### src/rtl/mux_stream_arbiter.sv
// Two-input round-robin stream arbiter feeding a single-entry output register.
// sel tags the held word with its source channel for the downstream 2:1 mux.
module mux_stream_arbiter #(
    parameter int WIDTH = 8
) (
    input  logic             clk,
    input  logic             rst_n,
    input  logic [WIDTH-1:0] a_data,
    input  logic             a_valid,
    output logic             a_ready,
    input  logic [WIDTH-1:0] b_data,
    input  logic             b_valid,
    output logic             b_ready,
    output logic [WIDTH-1:0] out_data,
    output logic             out_valid,
    input  logic             out_ready,
    output logic             sel
);

    typedef enum logic {EMPTY = 1'b0, FULL = 1'b1} state_t;

    state_t state, state_nxt;
    logic   prio;      // 0 = A preferred on contention, 1 = B
    logic   load_en;
    logic   grant_a, grant_b;

    assign out_valid = (state == FULL);
    assign load_en   = !out_valid || out_ready;

    always_comb begin
        grant_a   = 1'b0;
        grant_b   = 1'b0;
        a_ready   = 1'b0;
        b_ready   = 1'b0;
        state_nxt = state;
        if (a_valid && (!b_valid || !prio))
            grant_a = 1'b1;
        else if (b_valid && (!a_valid || prio))
            grant_b = 1'b1;
        // Gate on rst_n so no upstream word is taken while the register is held in reset.
        a_ready = rst_n && load_en && grant_a;
        b_ready = rst_n && load_en && grant_b;
        if (a_ready || b_ready)
            state_nxt = FULL;
        else if (out_valid && out_ready)
            state_nxt = EMPTY;
    end

    always_ff @(posedge clk or negedge rst_n) begin
        if (!rst_n) begin
            state    <= EMPTY;
            prio     <= 1'b0;
            out_data <= '0;
            sel      <= 1'b0;
        end else begin
            state <= state_nxt;
            if (a_ready) begin
                out_data <= a_data;
                sel      <= 1'b0;
                prio     <= 1'b1;
            end else if (b_ready) begin
                out_data <= b_data;
                sel      <= 1'b1;
                prio     <= 1'b0;
            end
        end
    end

endmodule

### config.mk
export PLATFORM = sky130hd
export DESIGN_NAME = mux_stream_arbiter
export DESIGN_NICKNAME = d
export VERILOG_FILES = /design/src/rtl/mux_stream_arbiter.sv
export SDC_FILE = /design/constraint.sdc
export NUM_CORES = 1
export LEC_CHECK = 0
export ABC_AREA = 1
export BUFFER_PORTS_ARGS = -buffer_cell sky130_fd_sc_hd__buf_2
export CAP_MARGIN = 5
export CORE_AREA = 2 2 39 41
export DETAILED_ROUTE_END_ITERATION = 8
export DIE_AREA = 0 0 41 43
export GPL_TIMING_DRIVEN = 0
export HOLD_SLACK_MARGIN = 0.06
export PLACE_DENSITY = 0.77
export SLEW_MARGIN = 20
export SYNTH_ARGS = -nofsm -noshare
export SYNTH_HDL_FRONTEND = slang
export SYNTH_SLANG_ARGS = --single-unit
### constraint.sdc
create_clock -name clk -period 2.28 [get_ports clk]
set_input_delay 0.114 -clock clk [delete_from_list [all_inputs] [get_ports clk]]
set_output_delay 0.114 -clock clk [all_outputs]
set_load 0.01 [all_outputs]
==> results.toml <==
[worst_setup_path]
cp-end-kind = "register"
reg2reg_from = "out_valid$_DFFE_PN0P_"
critPathArrivalTime_ps = 2050
max_stage_delay_ps = 550
reg2reg_to = "out_data[1]$_DFFE_PN0P_"
critical_path_class = "in2reg"
reg2reg_slack_ps = 630
slowest_stage = "dlygate4sd3_1"
crit_chain = "dlygate4sd3_1 -> buf_2 -> nand4_1 -> buf_2 -> nand3_1 -> nand3_1 -> dlygate4sd3_1"
reg2regPathDepth = 6
crit_required_ps = 2440
worstSetupStartpointType = "primary input"
worst-path-max-fanout = 13

[detailed_routing]
wl_mm = 1.31
wl_per_cell_um = 10.6
vias_per_cell = 4.73
route.detailed.drc = 0
vias = 582
firstDrtPassIters = 4
initialDrtViolationCount = 10
ant_nets = 0

[pwr]
p_sw_mw = 0.219
power_density_mw_per_mm2 = 796
p_comb_share_pct = 35.5
pwr-share-clk_pct = 20.8
sw_frac_of_total_pct = 34.2
vdd_drop_max_v = 0.000355
p_total_mw = 0.643
p_int_mw = 0.423
seqPwrFrac_pct = 43.7
p_leak_nw = 0.456

[timing]
worstMarginPinSlew_ps = 320
relSlewSlack_pct = 78.7
fin_setup_tns_ps = 0
hold_viol = 0
finalSetupViolations = 0
post-route-period-util_pct = 83.1
max_freq_mhz = 528
fin_skew_ps = 11.2
maxSlewViolCount = 0
rsz0062_at_grt = "no"
period_needed_ps = 1890

[finish]
drive_above_1_share_pct = 42.1
final_cell_mix = "buf_2, nand2_1, nand3_1"
diodes = 0
finalNonFillerCells = 123
nNetsFinal = 129
syn_to_final_growth_pct = 46.9
mostFrequentLayoutCell = "buf_2"

[synth]
synthFlopType = "dfrtp_1"
ys_seq_area_share_pct = 50.1
synth_seq_cells = 11
yosysTopAreaCell = "dfrtp_1"
synth.avg_cell_area_um2 = 8.32
synthCells = 66
ys_top_cells_by_area = "dfrtp_1, nand3_1, nand2_1"
synth_edf_count = 0
syn-num-nets = 87
ys_async_sr_fraction_pct = 100
synth_cell_types = 15
ys.warnings.count = 0
syn_area_um2 = 549
yosys.area.top_type_share_pct = 50.1

[cts]
post_cts_buffers = 0
htreeDepth = 1
clk_root_buffer_cell = "clkbuf_4"
cts.sinks = 11
cts_made_buffers = 3
cts-resized-gates = 0
insertion_delay_ps = 270
cts_buffer_depth = 2
cts_hold_buf = 5
tritoncts = "done"
clkSlewWorstSetupHoldPaths_ps = 80

[worst_hold_path]
hold_path_end = "out_data[4]$_DFFE_PN0P_"
hold_class = "in2reg"
hold_depth = 3
hold_start = "a_data[4]"

[die]
dieArea_mm2 = 0.00176
die_w_um = 41
die_y_um = 43
rows = 14
boundaryPins = 33
coreArea_mm2 = 0.00138
start_util_pct = 39.7

[place]
hpwl_um = 926
gp_congestion = 0.668
port_buffers = 32
place_inst = 114

[grt]
grt_pass1_wl_mm = 1.92
grt_max_degree = 14
gr-usage-met2_pct = 23.8
grt-ovfl-total = 0
grt_usage_pct = 16.0
gr-usage-met3_pct = 4.71
met1_usage_pct = 20.1
antenna_found_initial = 0
grt_pass1_vias = 481
grt.busiest_layer = "met2"

[flow_run]
maxCapViolCount = 0

[outcome]
status = "finished clean"
registers in the layout (all words and copies together) (netlist names):
name       count
out_data       8
out_valid      1
sel            1
prio           1
power by group through the flow:
stage                     sequential, mW  clock (mW)  combinational [mW]
after global placement             0.282           0               0.213
final                              0.281       0.134               0.228
after global routing               0.289       0.147               0.256
after CTS                          0.282       0.137               0.231
after detailed placement           0.284           0               0.218
after floorplan                    0.311           0              0.0963
synth_stat cells (2+ instances only):
cell type and instances:
o21bai_1 2, inv_2 2, nand2_1 18, dfrtp_1 11
nor2_1 2, nand3_1 17, inv_1 4, nand2_2 3
layout make-up:
| type | instances | area [um^2] |
|---|---|---|
| repair buffers | 37 | 210 |
| multi-input cells | 47 | 235 |
| fillers | 133 | 577 |
| clock buffers | 3 | 22.5 |
| plain buffers | 2 | 16.3 |
| inverters | 6 | 22.5 |
| well taps | 16 | 20.0 |
| clock inverters | 1 | 5.00 |
| flip-flops and latches | 11 | 275 |
critical path, delay by kind of cell:
family | cells | cell delay (ps)
buffers and inverters | 4 | 1600
AND/OR/NAND/NOR | 3 | 330
cells by family (layout without fill, tap and decap cells):
kind of cell    count (synthesis)  after routing  synth area share [%]
compound gates                  4              4                  5.01
buf+inv                         8             49                  7.06
flops                          11             11                  50.1
simple gates                   43             43                  37.8
per-stage QoR:
stage                     worst slack (ps)  cell area (um^2)  util, %  hold slack, ps
after floorplan                       1200               549        -            -182
after global placement                1160               729     52.7            17.8
after detailed placement              1120               729     52.7            29.5
after CTS                              392               807     58.3            60.5
after global routing                   215               807     58.3            76.3
final                                  385               807     58.3            59.7
per-layer routing:
metal  wire, um  vias to the layer above  part of all wire, %
met1        582                      252                   45
li1           -                      299                    -
met4         14                        0                  1.1
met3        103                        2                  7.9
met2        605                       29                   46
met5          0                        -                    0
worst max-delay path by stage:
stage | start | to | slack, ps | depth (start not counted)
after floorplan | out_valid$_DFFE_PN0P_ | out_data[0]$_DFFE_PN0P_ | 1200 | 6
after global placement | prio$_DFFE_PN0P_ | out_data[0]$_DFFE_PN0P_ | 1160 | 6
after detailed placement | prio$_DFFE_PN0P_ | out_data[0]$_DFFE_PN0P_ | 1120 | 6
after CTS | rst_n | out_data[1]$_DFFE_PN0P_ | 390 | 7
after global routing | rst_n | out_data[1]$_DFFE_PN0P_ | 210 | 7
final | rst_n | out_data[1]$_DFFE_PN0P_ | 390 | 7
Note: power is estimated with default switching activity, not from simulation.
